[src/rtl/fp_addsub_pipe.sv]
// Purpose : pipelined IEEE-754-style add/subtract (align, add, normalise, round/pack); `FPADD_ROUND_EN selects RNE rounding, truncation otherwise.
// Latency : 3 cycles from input accept to out_valid, one result per cycle with out_ready high.
// Backpr. : global stall, in_ready = ~out_valid | out_ready; every stage holds while stalled.
module fp_addsub_pipe #(
  parameter int EXP_WIDTH  = 5,
  parameter int MANT_WIDTH = 10,
  parameter int BIT_WIDTH  = 1 + EXP_WIDTH + MANT_WIDTH
) (
  input  logic                 clk,
  input  logic                 rst,
  input  logic                 in_valid,
  output logic                 in_ready,
  input  logic [BIT_WIDTH-1:0] a_operand,
  input  logic [BIT_WIDTH-1:0] b_operand,
  input  logic                 sub,
  output logic                 out_valid,
  input  logic                 out_ready,
  output logic [BIT_WIDTH-1:0] result,
  output logic                 exception
);

  // aligned significand: hidden + mantissa + guard/round/sticky
  localparam int SW     = MANT_WIDTH + 4;
  localparam int SHW    = $clog2(SW + 1);
  localparam int XW     = EXP_WIDTH + 2;
  localparam int MAX_SH = MANT_WIDTH + 3;
  localparam logic [EXP_WIDTH-1:0] EXP_MAX = '1;
`ifdef FPADD_ROUND_EN
  localparam int RW = MANT_WIDTH + 3;   // mantissa plus guard/round/sticky kept for rounding
`else
  localparam int RW = MANT_WIDTH;       // low bits are simply dropped
`endif

  logic advance;
  assign advance  = ~out_valid | out_ready;
  assign in_ready = advance;

  // ---------------- stage 1: align ----------------
  logic                  a_sign, b_sign, l_sign, s_sign, in_exc, swap;
  logic [EXP_WIDTH-1:0]  a_exp, b_exp, l_exp, s_exp, exp_diff;
  logic [MANT_WIDTH-1:0] a_man, b_man, l_man, s_man;
  logic [SHW-1:0]        sh;
  logic [SW-1:0]         l_sig, s_sig, s_aligned;
  logic [2*SW-1:0]       s_wide;

  // unpack, flush zero/subnormal, order by magnitude, shift the smaller operand with sticky
  always_comb begin
    a_sign = a_operand[BIT_WIDTH-1];
    a_exp  = a_operand[BIT_WIDTH-2 -: EXP_WIDTH];
    a_man  = a_operand[MANT_WIDTH-1:0];
    b_sign = b_operand[BIT_WIDTH-1] ^ sub;
    b_exp  = b_operand[BIT_WIDTH-2 -: EXP_WIDTH];
    b_man  = b_operand[MANT_WIDTH-1:0];
    in_exc = (a_exp == EXP_MAX) | (b_exp == EXP_MAX);
    if (a_exp == '0) begin
      a_sign = 1'b0;
      a_man  = '0;
    end
    if (b_exp == '0) begin
      b_sign = 1'b0;
      b_man  = '0;
    end
    swap   = {b_exp, b_man} > {a_exp, a_man};
    l_sign = swap ? b_sign : a_sign;
    l_exp  = swap ? b_exp  : a_exp;
    l_man  = swap ? b_man  : a_man;
    s_sign = swap ? a_sign : b_sign;
    s_exp  = swap ? a_exp  : b_exp;
    s_man  = swap ? a_man  : b_man;
    exp_diff = l_exp - s_exp;
    if (int'(exp_diff) > MAX_SH) sh = SHW'(MAX_SH);
    else                         sh = SHW'(exp_diff);
    l_sig     = {|l_exp, l_man, 3'b000};
    s_sig     = {|s_exp, s_man, 3'b000};
    s_wide    = {s_sig, {SW{1'b0}}} >> sh;
    s_aligned = s_wide[2*SW-1:SW];
    s_aligned[0] = s_aligned[0] | (|s_wide[SW-1:0]);
  end

  logic                 v1, x1, sgn_l1, sgn_s1;
  logic [EXP_WIDTH-1:0] exp1;
  logic [SW-1:0]        sig_l1, sig_s1;

  // stage 1 register
  always_ff @(posedge clk) begin
    if (rst) begin
      v1 <= 1'b0; x1 <= 1'b0; sgn_l1 <= 1'b0; sgn_s1 <= 1'b0;
      exp1 <= '0; sig_l1 <= '0; sig_s1 <= '0;
    end else if (advance) begin
      v1 <= in_valid; x1 <= in_exc; sgn_l1 <= l_sign; sgn_s1 <= s_sign;
      exp1 <= l_exp; sig_l1 <= l_sig; sig_s1 <= s_aligned;
    end
  end

  // ---------------- stage 2: add ----------------
  logic [SW:0] sum_c;

  // larger magnitude is always the minuend, so the difference is never negative
  always_comb begin
    if (sgn_l1 ^ sgn_s1) sum_c = {1'b0, sig_l1} - {1'b0, sig_s1};
    else                 sum_c = {1'b0, sig_l1} + {1'b0, sig_s1};
  end

  logic                 v2, x2, sgn2;
  logic [EXP_WIDTH-1:0] exp2;
  logic [SW:0]          sum2;

  // stage 2 register
  always_ff @(posedge clk) begin
    if (rst) begin
      v2 <= 1'b0; x2 <= 1'b0; sgn2 <= 1'b0; exp2 <= '0; sum2 <= '0;
    end else if (advance) begin
      v2 <= v1; x2 <= x1; sgn2 <= sgn_l1; exp2 <= exp1; sum2 <= sum_c;
    end
  end

  // ---------------- stage 3: normalise ----------------
  logic [SHW-1:0] lzc;
  logic [SW-1:0]  n_sig;
  logic [XW-1:0]  n_exp;

  // carry-out shifts right with sticky; otherwise leading-zero count drives a left shift
  always_comb begin
    lzc = SHW'(SW);
    for (int i = 0; i < SW; i++) begin
      if (sum2[i]) lzc = SHW'(SW - 1 - i);
    end
    if (sum2[SW]) begin
      n_sig = {sum2[SW:2], sum2[1] | sum2[0]};
      n_exp = {2'b00, exp2} + XW'(1);
    end else begin
      n_sig = sum2[SW-1:0] << lzc;
      n_exp = {2'b00, exp2} - XW'(lzc);
    end
  end

  logic                 v3, x3, z3, sgn3;
  logic [XW-1:0]        exp3;
  logic [RW-1:0]        sig3;

  // stage 3 register; a clear hidden bit after normalising means an exact zero
  always_ff @(posedge clk) begin
    if (rst) begin
      v3 <= 1'b0; x3 <= 1'b0; z3 <= 1'b0; sgn3 <= 1'b0; exp3 <= '0; sig3 <= '0;
    end else if (advance) begin
      v3 <= v2; x3 <= x2; z3 <= ~n_sig[SW-1]; sgn3 <= sgn2; exp3 <= n_exp;
      sig3 <= n_sig[SW-2 -: RW];
    end
  end

  // ---------------- round and pack ----------------
  logic                  round_up, ovf, unf;
  logic [MANT_WIDTH:0]   mant_w;
  logic [XW-1:0]         exp_f;
  logic [BIT_WIDTH-1:0]  res_c;
  logic                  exc_c;

  // rounding carry bumps the exponent before the overflow test
  always_comb begin
`ifdef FPADD_ROUND_EN
    round_up = sig3[2] & (sig3[1] | sig3[0] | sig3[3]);
    mant_w   = {1'b0, sig3[RW-1:3]} + {{MANT_WIDTH{1'b0}}, round_up};
`else
    round_up = 1'b0;
    mant_w   = {1'b0, sig3};
`endif
    exp_f = exp3 + {{(XW-1){1'b0}}, mant_w[MANT_WIDTH]};
    unf   = exp3[XW-1] | (exp3 == '0);
    ovf   = ~exp_f[XW-1] & (exp_f[XW-2:0] >= {1'b0, EXP_MAX});
    exc_c = 1'b0;
    if (x3) begin
      res_c = '0;
      exc_c = 1'b1;
    end else if (z3) begin
      res_c = '0;
    end else if (unf) begin
      res_c = {sgn3, {(BIT_WIDTH-1){1'b0}}};
    end else if (ovf) begin
      res_c = {sgn3, EXP_MAX, {MANT_WIDTH{1'b0}}};
      exc_c = 1'b1;
    end else begin
      res_c = {sgn3, exp_f[EXP_WIDTH-1:0], mant_w[MANT_WIDTH-1:0]};
    end
  end

  // output register; data loads only with a real result so it stays stable across bubbles
  always_ff @(posedge clk) begin
    if (rst) begin
      out_valid <= 1'b0; result <= '0; exception <= 1'b0;
    end else if (advance) begin
      out_valid <= v3;
      if (v3) begin
        result    <= res_c;
        exception <= exc_c;
      end
    end
  end

endmodule

[config.mk]
export PLATFORM = sky130hd
export DESIGN_NAME = fp_addsub_pipe
export DESIGN_NICKNAME = d
export VERILOG_FILES = /design/src/rtl/fp_addsub_pipe.sv
export SDC_FILE = /design/constraint.sdc
export NUM_CORES = 1
export LEC_CHECK = 0
export BUFFER_PORTS_ARGS = -buffer_cell sky130_fd_sc_hd__buf_2
export CAP_MARGIN = 20
export CORE_MARGIN = 1
export CORE_UTILIZATION = 35
export DETAILED_ROUTE_END_ITERATION = 10
export SLEW_MARGIN = 40
export SYNTH_ARGS = -nofsm -noshare
export SYNTH_HDL_FRONTEND = slang
export SYNTH_SLANG_ARGS = --single-unit
[constraint.sdc]
create_clock -name clk -period 6.2 [get_ports clk]
set_input_delay 0 -clock clk [delete_from_list [all_inputs] [get_ports clk]]
set_output_delay 0 -clock clk [all_outputs]
set_load 0.02 [all_outputs]
; ---- Word level (Yosys, flattened, before mapping)
; Cells that the tools add are included.
; Widths: inputs -> output; s select.
[totals]
regBits = 96
in_bits = 37
out_inout_bits = 19
[op_classes]
addsub = 5
n_lt_le_gt_ge = 3
eq_ne = 2
shifts = 2
mux = 36
bitwise_logic = 11
n_reduce_logical = 7
[op_table]
columns = op, count
row1 = $mux 4, 14
row2 = $mux 15, 3
row3 = $mux 10, 4
row4 = $mux 16, 2
row5 = $shr 28x4->28, 1
row6 = $add 14x14->15, 1
row7 = $gt 15x15->1, 1
row8 = $sub 14x14->15, 1
row9 = $mux 14, 1
row10 = $reduce_or 14->1, 1
row11 = $shl 14x4->14, 1
row12 = $eq 5x5->1 const B, 2
row13 = $logic_not 5->1, 2
row14 = $mux 5, 2
row15 = $reduce_or 5->1, 2
row16 = $mux 1, 8
row17 = $logic_not 7->1, 1
row18 = $mux 7, 1
row19 = $add 5x1->6 const B, 1
row20 = $ge 6x5->1 const B, 1
row21 = $sub 5x4->6, 1
row22 = $gt 5x4->1 const B, 1
row23 = $or 1x1->1, 5
row24 = $sub 5x5->5, 1
row25 = 5 further kinds, 8

; ---- Logic depth before layout (Yosys ltp)
[logic_depth]
ltp_word = 17
ltp_mapped = 28
mapped_depth_nobuf = 23

; ---- Worst setup path before layout
; Ideal clock, no wire load.
[synth_path]
kind = input -> register
from = in a_operand[10]
to = reg sig_s1[0]
setup_time_ps = 131
arrival_time_ps = 5263
slack_ps = 805
stages = 26
n_path_buf = 4
cell_sequence = nor3_1 > nand3_1 > clkbuf_1 > and2_1 > ha_1 > and3_1 > or4b_4 > o211a_2 > nor2_2 > clkbuf_1 > clkbuf_1 > a21o_1 > inv_1 > ha_1 > inv_1 > o2111a_1 > nand2_1 > a2111oi_2 > nor2_4 > nor3b_2 > buf_2 > nand2_1 > a2bb2oi_1 > a2111o_1 > nor4_2 > o41ai_2
[synth_between]
elab_chain_cells = 10
elab_cells_between_ends = 13
cone_classes = add/sub (1) / order compare (2) / shift (1) / mux (5) / bitwise (1) / reduce/logical (3)
[synth_rtl]
columns = element, line_no
row1 = from (decl), 13  ; input logic [BIT_WIDTH-1:0] a_operand,
row2 = $logic_not 5->1, 55  ; if (a_exp == '0) begin
row3 = $mux 10, 55
row4 = $gt 15x15->1, 63  ; swap = {b_exp, b_man} > {a_exp, a_man};
row5 = "$mux 5, on equally long branches", "65, 68"
row6 = $sub 5x5->5, 70  ; exp_diff = l_exp - s_exp;
row7 = $gt 5x4->1, 71  ; if (int'(exp_diff) > MAX_SH) sh = SHW'(MAX_SH);
row8 = $mux 4, 71
row9 = $shr 28x4->28 *, 75  ; s_wide = {s_sig, {SW{1'b0}}} >> sh;
row10 = $reduce_or 14->1, 77  ; s_aligned[0] = s_aligned[0] | (|s_wide[SW-1:0]);
row11 = $or 1x1->1 *, 77
row12 = to (signal assigned), 91  ; exp1 <= l_exp; sig_l1 <= l_sig; sig_s1 <= s_aligned;
row13 = to (decl), 82  ; logic [SW-1:0] sig_l1, sig_s1;
; Mark *: on every way between the ends. The rest lies on a longest branch, timed or not.
; A chain may end at the register's enable or synchronous reset.

; ---- Final worst setup path
[layout_path]
from = in b_operand[10]
to = reg sig_s1[0]
[layout_between]
elab_chain_cells = 10
elab_cells_between_ends = 13
cone_classes = add/sub (1) / order compare (2) / shift (1) / mux (5) / bitwise (1) / reduce/logical (3)
[layout_rtl]
columns = element, line_no
row1 = from (decl), 14  ; input logic [BIT_WIDTH-1:0] b_operand,
row2 = $logic_not 5->1, 59  ; if (b_exp == '0) begin
row3 = $mux 10, 59
row4 = $gt 15x15->1, 63
row5 = "$mux 5, on equally long branches", "65, 68"
row6 = $sub 5x5->5, 70
row7 = $gt 5x4->1, 71
row8 = $mux 4, 71
row9 = $shr 28x4->28 *, 75
row10 = $reduce_or 14->1, 77
row11 = $or 1x1->1 *, 77
; Marked as above.

==> run summary <==
RUN STATUS
-------------------------------------------------------------------------------------
Run status                                                               complete, no violations

GLOBAL ROUTING
-------------------------------------------------------------------------------------
Antenna violations before repair                                                    0
Vias in the first global route                                                   6102
Residual overflow from global routing                                               0
Largest net degree at the start of global routing                                  97
All-Layer GR Usage                                                             18.46%
Wire length of the first global-routing pass                                 30.36 mm

MIN PATH
-------------------------------------------------------------------------------------
Path class of the lowest-slack min-delay path                                  in2reg

SETUP PATH
-------------------------------------------------------------------------------------
FF-to-FF End                                                                  exp3[4]
Maximum net fanout on the critical path                                            14
Buffer and inverter count on the worst path                                         4
Kind of cell adding the most delay to the critical path                  compound AO/OA/AOI/OAI gates
Worst setup endpoint                                                        sig_s1[0]
Most repeated library cell on the critical path                          sky130_fd_sc_hd__nand2_1
Slowest library cell on the worst path                                   sky130_fd_sc_hd__a2111oi_2
Signal arrival time at the worst endpoint                                     5.85 ns
Critical Path RT                                                              6.41 ns
Worst stage delay on the critical path                                        0.57 ns
FF-to-FF setup slack                                                          2.79 ns
CP Cell Sequence                                                         dlygate4sd3_1, buf_2, nor3_1, nand2_1, and2_1, ha_1, nand2_1, o21ai_0, o211ai_1, a211oi_1, a21o_1, inv_1, ha_1, inv_1, o2111a_1, nand2_1, a2111oi_2, nor2_4, nor2_1, a211o_1, a2bb2oi_1, a2111o_1, nor4_2, o41ai_2
Source of the critical timing path                                       b_operand[10]
Critical Path Stages                                                               24
Reg2reg start                                                                 sum2[0]
Kind of critical path                                                          in2reg
Nature of the critical path startpoint                                      input pin
Kind of end point of the critical path                                           flop
Length in cells of the worst reg-to-reg path                                       13

STA
-------------------------------------------------------------------------------------
Final worst clock skew                                                     0.01474 ns
Tightest slew margin relative to the limit                                     45.21%
RSZ-0062 raised after global routing                                               no
Max Clk Rate                                                                177.3 MHz
Setup TNS Final                                                                  0 ns
Number of max-slew violations in the final report                                   0
Final setup violating endpoints                                                     0
Final Hold Viols                                                                    0
Tcrit/Tclk final                                                               90.96%
Final min period                                                             5.640 ns
Least-Margin Pin Slew                                                       0.8159 ns

YOSYS
-------------------------------------------------------------------------------------
Ys Warns                                                                            0
Yosys top cell by area                                                   sky130_fd_sc_hd__dfxtp_1
Adder-cell share of the synthesized area                                       8.488%
EDFF count, synth                                                                   0
Syn_area_per_cell                                                           7.402 um2
Dominant synthesized flop cell                                           sky130_fd_sc_hd__dfxtp_1
Synth top area share                                                           27.62%
Cells taking the most area after synthesis                               sky130_fd_sc_hd__dfxtp_1 (28%), sky130_fd_sc_hd__ha_1 (7.9%), sky130_fd_sc_hd__nand2_1 (6.9%)
Number of library cell types mapped by synthesis                                   78
Synthesized flop and latch total                                                   96
Sequential element share of the synthesized area                               27.62%
Async set or reset register ratio after synthesis                                  0%
Multiplexer fraction of the synthesized cell area                              4.586%
Net count of the mapped netlist                                                  1023
Syn Inst Count                                                                    940
Post-synthesis share of cell area spent on and, or, nand and nor gates         22.60%
Combinational family with the most area after synthesis                  compound AO/OA/AOI/OAI gates
Post-synthesis xor/xnor area fraction                                          2.140%
Cell area after synthesis                                                0.006958 mm2
Compound-Gate Fraction of Synth Area                                           28.88%

FINAL LAYOUT
-------------------------------------------------------------------------------------
Most common library cell in the layout ignoring fill and taps            sky130_fd_sc_hd__nand2_1
Util after Layout                                                              40.30%
Number of fill cells in the layout                                               2020
Antenna cells                                                                       0
Area growth, synth to finish                                                   12.73%
Total number of nets in the final design                                         1056
Fraction of layout instances using a drive strength above 1                    10.84%
Leading cell types in the layout, fill and taps excluded                 sky130_fd_sc_hd__nand2_1 (128), sky130_fd_sc_hd__nor2_1 (124), sky130_fd_sc_hd__dfxtp_1 (96), sky130_fd_sc_hd__a21oi_1 (93), sky130_fd_sc_hd__buf_2 (54)

DETAILED ROUTING
-------------------------------------------------------------------------------------
Number of remaining DRC errors                                                      0
Final WL                                                                     18.51 mm
Average wire length per cell after detail routing                            14.89 um
Wire length on met3                                                            746 um
Met1 layer wirelength in the final routing                                   8.576 mm
Router iterations before antenna repair                                             7
Metal2 WL                                                                    8.869 mm
Highest layer used for signal routing                                            met4
Vias                                                                             6769
Violation count after the first detailed-route iteration                          343
Post-detailed-route via-to-cell ratio                                           5.446
Antenna viol nets, final                                                            0

CTS
-------------------------------------------------------------------------------------
Buffer count from post-CTS setup fixing                                             0
Clock-pin slew on the worst setup and hold paths                              0.07 ns
Clk Tree Root Cell                                                       sky130_fd_sc_hd__clkbuf_16
Deepest clock path buffer count                                                     2
Clock tree from TritonCTS                                                        done
Number of clock sinks                                                              96
# resized after CTS                                                                 0
H-tree depth reported by CTS                                                        3
Source-to-sink clock delay at the later pin of the worst-skew pair            0.36 ns
Num CTS Buffers                                                                     9
Number of hold buffers added after cts                                             12

FLOORPLANNING
-------------------------------------------------------------------------------------
I/O pin count                                                                      56
Width of the chip                                                            143.0 um
Chip height                                                                  143.0 um
Initial Util                                                                   35.75%
Overall die area                                                          0.02045 mm2
Placeable core area                                                       0.01946 mm2
Row count                                                                          51

FLOW RUN
-------------------------------------------------------------------------------------
Total of max-cap violations                                                         0

PLACED DESIGN
-------------------------------------------------------------------------------------
DPL Wire Length                                                              13.61 mm
Global placement routability congestion                                        0.9033
Port Buffer Count                                                                  55

PWR
-------------------------------------------------------------------------------------
PnR Total Power                                                              2.558 mW
Leakage Power                                                                3.292 nW
PwrDens                                                                  326.1 mW/mm2
Maximum VDD drop                                                            0.1373 mV

## synthesized netlist by cell type (all sizes together) (3+ instances only)
cell type,n
a2111o,3
a211o,6
a211oi,32
a21boi,3
a21o,9
a21oi,94
a221oi,5
a22oi,20
a311oi,13
a31oi,3
and2,8
and3,5
buf,13
clkbuf,42
dfxtp,96
ha,44
inv,46
mux2,7
mux2i,24
nand2,130
nand2b,9
nand3,12
nand4,4
nor2,126
nor2b,5
nor3,26
nor3b,3
nor4,6
o211ai,13
o21a,3
o21ai,44
o21bai,13
o221ai,3
o22ai,3
o311a,3
o311ai,4
o31a,5
o31ai,4
or3,4
xnor2,11
xor2,6
## power by group
group          internal (mW)  leakage, nW  switching [mW]
combinational          0.501         2.38           0.686
clock                  0.278        0.128           0.260
sequential             0.723        0.788           0.110
## through the flow
| stage | hold WS (ns) | area [um2] | instances | worst slack (ns) |
|---|---|---|---|---|
| after floorplan | 0.1405 | 6958 | 940 | 0.8054 |
| after global placement | 0.2686 | 7427 | 1215 | 0.8783 |
| after detailed placement | 0.2740 | 7437 | 1215 | 0.8128 |
| after CTS | 0.07361 | 7838 | 1243 | 0.6408 |
| after global routing | 0.1142 | 7844 | 1243 | 0.04571 |
| final | 0.09014 | 7844 | 1243 | 0.5604 |
## state kept, by name, summed over array words and instances, names as in the netlist, 5 cells and up
register	cells
sig_s1	14
sum2	15
sig_l1	11
exp3	7
result	16
sig3	10
exp2	5
exp1	5
## cell families after synthesis
logic type	Yosys count
flops	96
fa+ha+maj	46
simple gates	349
compound gates	300
buf+inv	101
mux	31
xor+xnor	17
## per-layer routing
metal / global-route usage [%] / up-vias
met5: 0 / -
met4: 5.490 / 0
met3: 2.683 / 23
met2: 31.81 / 169
met1: 23.67 / 3115
li1: - / 3462
## worst min-delay path, stage by stage
cell,delay [ns]
sky130_fd_sc_hd__buf_2,0.13
sky130_fd_sc_hd__o21ai_1,0.14
sky130_fd_sc_hd__a311oi_1,0.11
## cell type report
cell class | instances | area, um2 | area share [%]
clock buffers | 10 | 229.0 | 2.919
clock inverters | 6 | 51.30 | 0.6540
inverters | 46 | 173.9 | 2.217
multi-input cells | 743 | 4659 | 59.40
flip-flops and latches | 96 | 1922 | 24.50
well taps | 265 | 331.6 | 4.227
repair buffers | 77 | 476.7 | 6.078
## worst min-delay path by stage
stage,from,endpoint,slack (ns),cells after the start
after floorplan,in_valid,v1,0.14,2
after global placement,in_valid,v1,0.27,3
after detailed placement,in_valid,v1,0.27,3
after CTS,b_operand[12],exp1[2],0.07,3
after global routing,b_operand[12],exp1[2],0.11,3
final,b_operand[12],exp1[2],0.09,3
No activity file was read; power rests on OpenSTA's default activity.
